$ cat src/rtl/cache_port_arbiter_pkg.sv
// Shared bus widths, owner encodings and outstanding-read tag layout for the cache port arbiter.
package cache_port_arbiter_pkg;

    localparam int CACHE_ADDR_BUS = 25;
    localparam int CACHE_DATA_BUS = 32;
    localparam int CACHE_BYTE_BUS = 4;

    localparam logic [1:0] ARB_OWN_NONE = 2'd0;
    localparam logic [1:0] ARB_OWN_S0   = 2'd1;
    localparam logic [1:0] ARB_OWN_S1   = 2'd2;

    localparam logic ARB_ID_S0 = 1'b0;
    localparam logic ARB_ID_S1 = 1'b1;

    typedef struct packed {
        logic discard;
        logic id;
    } arb_tag_t;

endpackage

$ cat src/rtl/cache_port_arbiter_tag_fifo.sv
// Outstanding-read tag FIFO; a flush marks every queued fetch tag as discard in one cycle.
module arb_tag_fifo
    import cache_port_arbiter_pkg::*;
#(
    parameter int DEPTH = 4
) (
    input  logic     clk,
    input  logic     rst,
    input  logic     push,
    input  logic     push_id,
    input  logic     pop,
    input  logic     discard_s0,
    output arb_tag_t head,
    output logic     full,
    output logic     empty
);

    localparam int PTR_W = $clog2(DEPTH);

    logic [PTR_W-1:0]   wr_ptr_reg;
    logic [PTR_W-1:0]   rd_ptr_reg;
    logic [PTR_W:0]     count_reg;
    logic [DEPTH*2-1:0] tags_flat;
    logic               push_ok;
    logic               pop_ok;

    assign full    = (count_reg == (PTR_W+1)'(DEPTH));
    assign empty   = (count_reg == '0);
    assign push_ok = push & ~full;
    assign pop_ok  = pop & ~empty;

    // Entries live in flops rather than RAM because the discard mark touches all of them at once.
    generate
        for (genvar gi = 0; gi < DEPTH; gi++) begin : g_entry
            arb_tag_t entry_reg;

            always_ff @(posedge clk) begin
                if (rst) begin
                    entry_reg <= '0;
                end else if (push_ok && wr_ptr_reg == PTR_W'(gi)) begin
                    entry_reg <= '{discard: 1'b0, id: push_id};
                end else if (discard_s0 && entry_reg.id == ARB_ID_S0) begin
                    entry_reg.discard <= 1'b1;
                end
            end

            assign tags_flat[gi*2 +: 2] = entry_reg;
        end
    endgenerate

    assign head = tags_flat[{rd_ptr_reg, 1'b0} +: 2];

    always_ff @(posedge clk) begin
        if (rst) begin
            wr_ptr_reg <= '0;
            rd_ptr_reg <= '0;
            count_reg  <= '0;
        end else begin
            if (push_ok) begin
                wr_ptr_reg <= wr_ptr_reg + 1'b1;
            end
            if (pop_ok) begin
                rd_ptr_reg <= rd_ptr_reg + 1'b1;
            end
            case ({push_ok, pop_ok})
                2'b10:   count_reg <= count_reg + 1'b1;
                2'b01:   count_reg <= count_reg - 1'b1;
                default: count_reg <= count_reg;
            endcase
        end
    end

endmodule

$ cat src/rtl/cache_port_arbiter.sv
// Shares one cache CPU port between fetch (s0) and LSU (s1), routing read responses by tag.
// Define ARB_ROUND_ROBIN_EN for round-robin arbitration; default is fixed priority LSU over fetch.
module cache_port_arbiter
    import cache_port_arbiter_pkg::*;
#(
    parameter int ADDR_W  = CACHE_ADDR_BUS,
    parameter int DATA_W  = CACHE_DATA_BUS,
    parameter int BE_W    = CACHE_BYTE_BUS,
    parameter int MAX_OUT = 4
) (
    input  logic              clk,
    input  logic              rst,
    input  logic [ADDR_W-1:0] s0_addr,
    input  logic              s0_read,
    input  logic              s0_flush,
    output logic              s0_waitreq,
    output logic              s0_rvalid,
    input  logic [ADDR_W-1:0] s1_addr,
    input  logic [BE_W-1:0]   s1_byte_en,
    input  logic [DATA_W-1:0] s1_wdata,
    input  logic              s1_read,
    input  logic              s1_write,
    output logic              s1_waitreq,
    output logic              s1_rvalid,
    output logic [DATA_W-1:0] rdata,
    output logic [ADDR_W-1:0] m_addr,
    output logic [BE_W-1:0]   m_byte_en,
    output logic [DATA_W-1:0] m_wdata,
    output logic              m_read,
    output logic              m_write,
    input  logic [DATA_W-1:0] m_readdata,
    input  logic              m_rvalid,
    input  logic              m_waitreq,
    output logic              err_o
);

    logic [1:0] owner_reg;
    logic [1:0] owner_next;
    logic       err_reg;
    logic       fifo_full;
    logic       fifo_empty;
    arb_tag_t   head_tag;
    logic       s0_elig;
    logic       s1_elig;
    logic       grant_s0;
    logic       grant_s1;
    logic       accept;
    logic       tag_pop;
    logic       head_dropped;

`ifdef ARB_ROUND_ROBIN_EN
    logic last_grant_reg;
`endif

    // A pop in the same cycle does not free a slot: full is taken from the registered count.
    assign s0_elig = s0_read & ~s0_flush & ~fifo_full;
    assign s1_elig = s1_write | (s1_read & ~fifo_full);

    always_comb begin
        grant_s0 = 1'b0;
        grant_s1 = 1'b0;
        if (!rst) begin
            case (owner_reg)
                ARB_OWN_S0: grant_s0 = s0_read & ~s0_flush;
                ARB_OWN_S1: grant_s1 = s1_read | s1_write;
                default: begin
`ifdef ARB_ROUND_ROBIN_EN
                    if (s0_elig && s1_elig) begin
                        grant_s0 = (last_grant_reg == ARB_ID_S1);
                        grant_s1 = (last_grant_reg == ARB_ID_S0);
                    end else begin
                        grant_s0 = s0_elig;
                        grant_s1 = s1_elig;
                    end
`else
                    grant_s1 = s1_elig;
                    grant_s0 = s0_elig & ~s1_elig;
`endif
                end
            endcase
        end
    end

    assign m_read    = grant_s0 | (grant_s1 & s1_read);
    assign m_write   = grant_s1 & s1_write;
    assign m_addr    = grant_s0 ? s0_addr : (grant_s1 ? s1_addr : '0);
    assign m_wdata   = m_write ? s1_wdata : '0;
    assign m_byte_en = m_write ? s1_byte_en : '0;
    assign accept    = (m_read | m_write) & ~m_waitreq;

    assign s0_waitreq = s0_read & ~(grant_s0 & accept);
    assign s1_waitreq = (s1_read | s1_write) & ~(grant_s1 & accept);

    always_comb begin
        owner_next = owner_reg;
        case (owner_reg)
            ARB_OWN_NONE: begin
                if (grant_s0 && m_waitreq) begin
                    owner_next = ARB_OWN_S0;
                end else if (grant_s1 && m_waitreq) begin
                    owner_next = ARB_OWN_S1;
                end
            end
            ARB_OWN_S0: if (!grant_s0 || accept) owner_next = ARB_OWN_NONE;
            ARB_OWN_S1: if (!grant_s1 || accept) owner_next = ARB_OWN_NONE;
            default:    owner_next = ARB_OWN_NONE;
        endcase
    end

    always_ff @(posedge clk) begin
        if (rst) begin
            owner_reg <= ARB_OWN_NONE;
            err_reg   <= 1'b0;
        end else begin
            owner_reg <= owner_next;
            if (m_rvalid && fifo_empty) begin
                err_reg <= 1'b1;
            end
        end
    end

`ifdef ARB_ROUND_ROBIN_EN
    always_ff @(posedge clk) begin
        if (rst) begin
            last_grant_reg <= ARB_ID_S1;
        end else if (accept && s0_elig && s1_elig) begin
            last_grant_reg <= grant_s1;
        end
    end
`endif

    arb_tag_fifo #(
        .DEPTH(MAX_OUT)
    ) u_tag_fifo (
        .clk       (clk),
        .rst       (rst),
        .push      (accept & m_read),
        .push_id   (grant_s1),
        .pop       (tag_pop),
        .discard_s0(s0_flush),
        .head      (head_tag),
        .full      (fifo_full),
        .empty     (fifo_empty)
    );

    // The head tag can be discarded by a flush arriving in the very cycle it is popped.
    assign tag_pop      = m_rvalid & ~fifo_empty & ~rst;
    assign head_dropped = head_tag.discard | (s0_flush & (head_tag.id == ARB_ID_S0));
    assign s0_rvalid    = tag_pop & (head_tag.id == ARB_ID_S0) & ~head_dropped;
    assign s1_rvalid    = tag_pop & (head_tag.id == ARB_ID_S1) & ~head_tag.discard;
    assign rdata        = m_readdata;
    assign err_o        = err_reg;

endmodule

$ cat config.mk
export PLATFORM = sky130hd
export DESIGN_NAME = cache_port_arbiter
export DESIGN_NICKNAME = d
export VERILOG_FILES = /design/src/rtl/cache_port_arbiter_pkg.sv /design/src/rtl/cache_port_arbiter_tag_fifo.sv /design/src/rtl/cache_port_arbiter.sv
export SDC_FILE = /design/constraint.sdc
export NUM_CORES = 1
export LEC_CHECK = 0
export ABC_AREA = 0
export BUFFER_PORTS_ARGS = -buffer_cell sky130_fd_sc_hd__buf_2
export CAP_MARGIN = 10
export CORE_ASPECT_RATIO = 0.5
export CORE_MARGIN = 4
export CORE_UTILIZATION = 29
export CTS_CLUSTER_SIZE = 12
export DETAILED_ROUTE_END_ITERATION = 8
export PLACE_DENSITY = 0.71
export SLEW_MARGIN = 20
export SYNTH_ARGS = -nofsm -noshare
export SYNTH_HDL_FRONTEND = slang
export SYNTH_HIERARCHICAL = 1
export SYNTH_SLANG_ARGS = --single-unit
$ cat constraint.sdc
create_clock -name clk -period 5.4 [get_ports clk]
set_input_delay 0.54 -clock clk [delete_from_list [all_inputs] [get_ports clk]]
set_output_delay 0.54 -clock clk [all_outputs]
set_load 0.05 [all_outputs]
==> results of run 1 <==
logic make-up (layout without fill, tap and decap cells):
logic type / count (synthesis) / after routing / share of synthesized area
muxes: 8 / 8 / 0.05612
adders and majority gates: 9 / 9 / 0.06123
AOI/OAI and AO/OA: 53 / 53 / 0.2194
buffers and inverters: 66 / 185 / 0.1977
and+or+nand+nor: 87 / 87 / 0.2685
xor gates and xnor gates: 3 / 3 / 0.01340
DFF: 18 / 18 / 0.1837
cell usage in the layout (no fill, tap or decap), drive strengths merged:
cell	Yosys	final
buf	38	163
and3	37	37
a22o	25	25
inv	18	18
dfxtp	18	18
a21oi	13	13
nor2	10	10
nand2b	9	9
ha	8	8
nand2	5	5
mux2i	5	5
and2	5	5
or2	4	4
clkbuf	10	4
nor3	3	3
a211oi	3	3
nand3	3	3
xor2	3	3
nand3b	2	2
o32ai	2	2
a311o	2	2
mux4	2	2
o21ai	2	2
or3b	2	2
nor3b	2	2
or3	2	2
or4	1	1
a21o	1	1
a31o	1	1
a21boi	1	1
nor4	1	1
nor2b	1	1
o22a	1	1
a31oi	1	1
o31ai	1	1
mux2	1	1
fa	1	1
per-stage QoR:
step,area [um^2],setup WS [ns]
2_1_floorplan,1962,1.997
3_3_place_gp,2576,1.558
3_5_place_dp,2576,1.489
4_1_cts,2665,1.628
5_1_grt,2665,1.412
6_report,2665,1.653
path summary, 6_finish.rpt:
check	from	cells past startpoint	end
worst max-delay path	owner_reg[0]	14	u_tag_fifo/count_reg[2]
worst min-delay path	err_o	2	err_o
worst max register to register	owner_reg[0]	14	u_tag_fifo/count_reg[2]
worst min register to register	err_o	2	err_o
worst reg2reg max path, stage by stage, from the launching register on:
cell	delay, ns
dfxtp_1	0.37
inv_1	0.08
ha_1	0.36
or4_4	0.45
a21oi_4	0.62
a31o_2	0.21
and2_1	0.21
and2_4	0.23
inv_1	0.05
ha_1	0.22
inv_1	0.08
fa_1	0.17
xor2_1	0.07
or3_2	0.40
a21oi_1	0.15
metal layers:
layer  share of wire  up-vias  GRT usage  routed length, um
met5               0        -          0                  0
met4           0.019        0    0.05328                127
met3           0.061       28    0.03710                407
met2            0.48       67     0.2413               3251
met1            0.44     1018     0.1866               2930
li1                -     1076          -                  -
power by group through the flow:
stage / Combinational, mW / Clock, mW / Sequential, mW
2_1_floorplan: 0.239 / 0 / 0.147
3_5_place_dp: 0.250 / 0 / 0.146
5_1_grt: 0.266 / 0.174 / 0.144
3_3_place_gp: 0.250 / 0 / 0.146
6_report: 0.251 / 0.164 / 0.143
4_1_cts: 0.251 / 0.170 / 0.143
layout make-up:
type                    count  area [um^2]
repair buffers            163        820.8
well taps                  88        110.1
inverters                  18        67.56
fillers                   665         3641
multi-input cells         160         1217
clock buffers               4        88.84
flip-flops and latches     18        360.3
==> results.toml, run 1 <==
[worst_setup_path]
crit_top_cell = "inv_1"
cp.required_ns = 5.58
worstSetupPathType = "reg2reg"
critical_path_arrival_ns = 3.92
cp_slowest_cell = "a21oi_4"
crit_family = "simple AND/OR/NAND/NOR gates"
crit_path_end_kind = "flip-flop"
rrSetupSlack_ns = 1.65
critPathMaxFanout = 30
setup.worst_path.start_class = "flip-flop"
cp.buffers_inverters = 3
path_cells = "inv_1 -> ha_1 -> or4_4 -> a21oi_4 -> a31o_2 -> and2_1 -> and2_4 -> inv_1 -> ha_1 -> inv_1 -> fa_1 -> xor2_1 -> or3_2 -> a21oi_1"
critPathMaxStageDelay_ns = 0.62

[drt]
antenna_left = 0
drc_errors = 0
post_drt_wl_per_cell_um = 14.89
route.vias.total = 2189
wl_um = 6716
viasPerCell = 4.854
drtPass1Iterations = 4
drt_iter0_markers = 118

[final_layout]
post-route-util = 0.4226
fin_cells = 451
final_net_count = 499
largest_reg_flops = 8
drive_gt1_frac = 0.5124
antenna_cells = 0
syn_to_final_growth_pct = 35.84

[clocking]
tritoncts = "yes"
cts_made_buffers = 3
path_clk_slew_ns = 0.06
clkLatencyLatePin_ns = 0.25
cts_buffer_depth = 2
cts_setup_buffers = 0
cts.hold.buffers_added = 0
cts_root_buf = "clkbuf_16"
postCtsResizedCells = 0
cts_sinks = 18
h-tree-depth = 1

[synthesis]
syn_inst = 244
synth-seq-cells = 18
synthTopCellsByCount = "36 x and3_1, 32 x buf_4, 25 x a22o_1"
syn_area_um2 = 1962
synth_area_leaders = "dfxtp_1 18%, buf_4 12%, and3_1 11%"
synth_edf_count = 0
yosysSeqAreaShare = 0.1837
synth_top_area_share = 0.1837
ys_types = 47
syn_area_per_cell_um2 = 8.041
synth_largest_area_cell = "dfxtp_1"
syn-num-nets = 379
yosysMostFrequentCell = "and3_1"
ys.flop_type = "dfxtp_1"
async_flop_share = 0
yosysWarnings = 6

[floorplanning]
initial_core_util = 0.3111
die_area_um2 = 8225
pin_count = 226
rows = 20
die_x_um = 124.3
fp.dieH_um = 66.16
design.core.area_um2 = 6306

[sta]
finalSetupTns_ns = 0
relSlewSlack = 0.5005
period_share = 0.6939
rsz0062_at_grt = "false"
finalMaxSlewViolations = 0
setup_violations = 0
fin_crit_ns = 3.747
hold_viol = 0
fmax_mhz = 266.9
fin_worst_skew_ns = 0.004858
worstMarginPinSlew_ns = 0.7475
hold_slack_ns = 0.4783

[run]
cap_violations = 0

[global_route]
grt_pass1_vias = 1984
grt-ovfl-total = 0
track_usage = 0.1462
grt_pass1_wl_um = 9998
antenna_found_initial = 0
grt_max_degree = 44

[pwr]
clkPwrFrac = 0.294
power_frac_comb = 0.449
power.leakage_nw = 1.524
sw_frac_of_total = 0.4089
pwr-share-seq = 0.257
switching_power_uw = 228.1
power_density_nw_per_um2 = 209.3
internal-power_uw = 329.7
vdd_drop_max_v = 0.0001036
design_power_total_uw = 557.8

[run_status]
status = "completed"

[hold_path]
hold_path_class = "reg2reg"

[place]
place.port_buffers = 161
place_inst = 447
place_hpwl_um = 5565
place_congestion = 0.8135
(Power assumes the default switching activity.)
==> inputs of run 2 (changes only) <==
Settings changed: PLACE_DENSITY 0.71 to 0.74.
Clock period 5.4 ns to 3.2 ns, I/O delays scaled along.
==> run 2 against run 1 <==
Effect of this change:
- global-route usage up 0.093 points
- final cell count rose by 2.0%
- count of clock-buffer cells in the layout unchanged
- non-clock buffer count is 9 higher
- via count about the same
- critical path type unchanged
==> results.toml, run 2 (synthesis gave the netlist of run 1 again) <==
[pwr]
power.leakage_nw = 1.578
power_density_nw_per_um2 = 343.2
vdd_drop_max_v = 0.0001310
design_power_total_uw = 954.6

[global_route]
grt_pass1_vias = 2003
grt_max_degree = 41
grt-ovfl-total = 0
grt_use_met2 = 0.2278
grtUsageMet3 = 0.02823
track_usage = 0.1471
grt_pass1_wl_um = 10090
busiest_layer = "met2"
grt_util_met1 = 0.1949
antenna_found_initial = 0

[final_layout]
seq_area_um2 = 366.6
fillers = 619
post-route-util = 0.4411
drive_gt1_frac = 0.5511
syn_to_final_growth_pct = 41.77
antenna_cells = 0
final_net_count = 508
largest_reg_flops = 8
multiInputGateArea_um2 = 1257
final_cell_mix = "161 x buf_2, 36 x and3_1, 25 x a22o_1, 17 x inv_1, 15 x dfxtp_1"
final_common_cell = "buf_2"
fin_cells = 460

[place]
place.port_buffers = 161
place_congestion = 0.8117
place_hpwl_um = 5449
place_inst = 451

[clocking]
cts_sinks = 18
cts_root_buf = "clkbuf_16"
cts.hold.buffers_added = 0
clkLatencyLatePin_ns = 0.25
path_clk_slew_ns = 0.05
tritoncts = "yes"
cts_made_buffers = 3
cts_buffer_depth = 2
h-tree-depth = 1

[sta]
relSlewSlack = 0.7058
period_share = 0.9829
fin_worst_skew_ns = 0.002411
hold_slack_ns = 0.3094
worstMarginPinSlew_ns = 0.4380
hold_viol = 0
finalMaxSlewViolations = 0
fmax_mhz = 317.9
finalSetupTns_ns = 0
fin_crit_ns = 3.145
setup_violations = 0

[drt]
route.vias.total = 2187
viasPerCell = 4.754
drtPass1Iterations = 4
antenna_left = 0
wl_um = 6854
post_drt_wl_per_cell_um = 14.90
drc_errors = 0
drt_iter0_markers = 181

[worst_setup_path]
crit_path_end_kind = "flip-flop"
rrSetupSlack_ns = 0.05
worstSetupPathType = "reg2reg"
path_cells = "or3b_4 -> inv_4 -> nand2b_4 -> or2_2 -> a31o_4 -> and2_4 -> and2_4 -> inv_1 -> ha_2 -> inv_1 -> fa_2 -> xor2_1 -> or3_2 -> a21oi_2"
critical_path_arrival_ns = 3.33
setup.worst_path.start_class = "flip-flop"
cp.required_ns = 3.38
cp.buffers_inverters = 3
critPathMaxFanout = 6
cp_slowest_cell = "or3b_4"
critPathMaxStageDelay_ns = 0.44
worst-r2r-cell-count = 14
reg2reg_to = "u_tag_fifo/count_reg[2]"
r2r-start = "u_tag_fifo/count_reg[0]"
crit_family = "simple AND/OR/NAND/NOR gates"

[hold_path]
hold_path_depth = 3
holdPathEnd = "err_o"
hold_path_class = "in2reg"
hp-start = "m_rvalid"

[run_status]
status = "completed"

[floorplanning]
design.core.area_um2 = 6306
pin_count = 226
die_area_um2 = 8225
rows = 20
fp.dieH_um = 66.16
initial_core_util = 0.3111
die_x_um = 124.3

[run]
cap_violations = 0
[run 2: changes by cell type in the layout (fill, tap and decap cells not counted), moves of 2 or more]
cell     change
ha_1         -2
buf_4        +9
dfxtp_1      -3
dfxtp_2      +2
[run 2: per-stage QoR]
stage,worst slack [ns],area [um^2]
2_1_floorplan,0.01333,1992
3_5_place_dp,0.03470,2636
5_1_grt,-0.03175,2781
4_1_cts,0.008766,2725
6_report,0.05482,2781
3_3_place_gp,0.1341,2636
[run 2: area by class of cell]
class | count | area share
multi-input cells | 160 | 0.4521
repair buffers | 172 | 0.3194
flip-flops and latches | 18 | 0.1318
well taps | 88 | 0.03959
clock buffers | 4 | 0.03194
inverters | 18 | 0.02519
[run 2: worst max path at each step]
stage	endpoint	startpoint	slack, ns	cells past startpoint
after floorplan	u_tag_fifo/count_reg[2]	u_tag_fifo/count_reg[1]	0.01	15
after global placement	u_tag_fifo/count_reg[2]	u_tag_fifo/count_reg[1]	0.13	14
after detailed placement	u_tag_fifo/count_reg[2]	u_tag_fifo/count_reg[1]	0.03	14
after CTS	u_tag_fifo/count_reg[2]	u_tag_fifo/count_reg[1]	0.009	14
after global routing	u_tag_fifo/count_reg[2]	u_tag_fifo/count_reg[0]	-0.03	14
final	u_tag_fifo/count_reg[2]	u_tag_fifo/count_reg[0]	0.05	14
[run 2: worst register-to-register path, delay by kind of cell (launching register included)]
family / cells / cell delay, ns
fa+ha+maj: 2 / 0.50
xor+xnor: 1 / 0.15
simple gates: 6 / 1.51
flops: 1 / 0.35
buf+inv: 3 / 0.19
compound gates: 2 / 0.37
[run 2: timing repair]
| action | 4_1_cts | 5_1_grt |
|---|---|---|
| gates resized for setup | 0 | 6 |
| setup endpoints to repair | 0 | 1 |
| endpoints found under the hold margin | 0 | 0 |
| setup buffers | 0 | 5 |
[run 2: metal layers]
metal  vias to the layer above  part of all wire  wire length [um]
met2                        69              0.48              3322
met4                         0             0.031               212
met3                        39             0.053               365
li1                       1089                 -                 -
met1                       990              0.43              2953
met5                         -                 0                 0
[run 2: report_power, final]
| part | switching (mW) | internal [mW] | leakage (nW) |
|---|---|---|---|
| Combinational | 0.295 | 0.142 | 1.38 |
| Sequential | 0.00762 | 0.234 | 0.149 |
| Clock | 0.0856 | 0.190 | 0.0442 |
| Total | 0.389 | 0.566 | 1.58 |
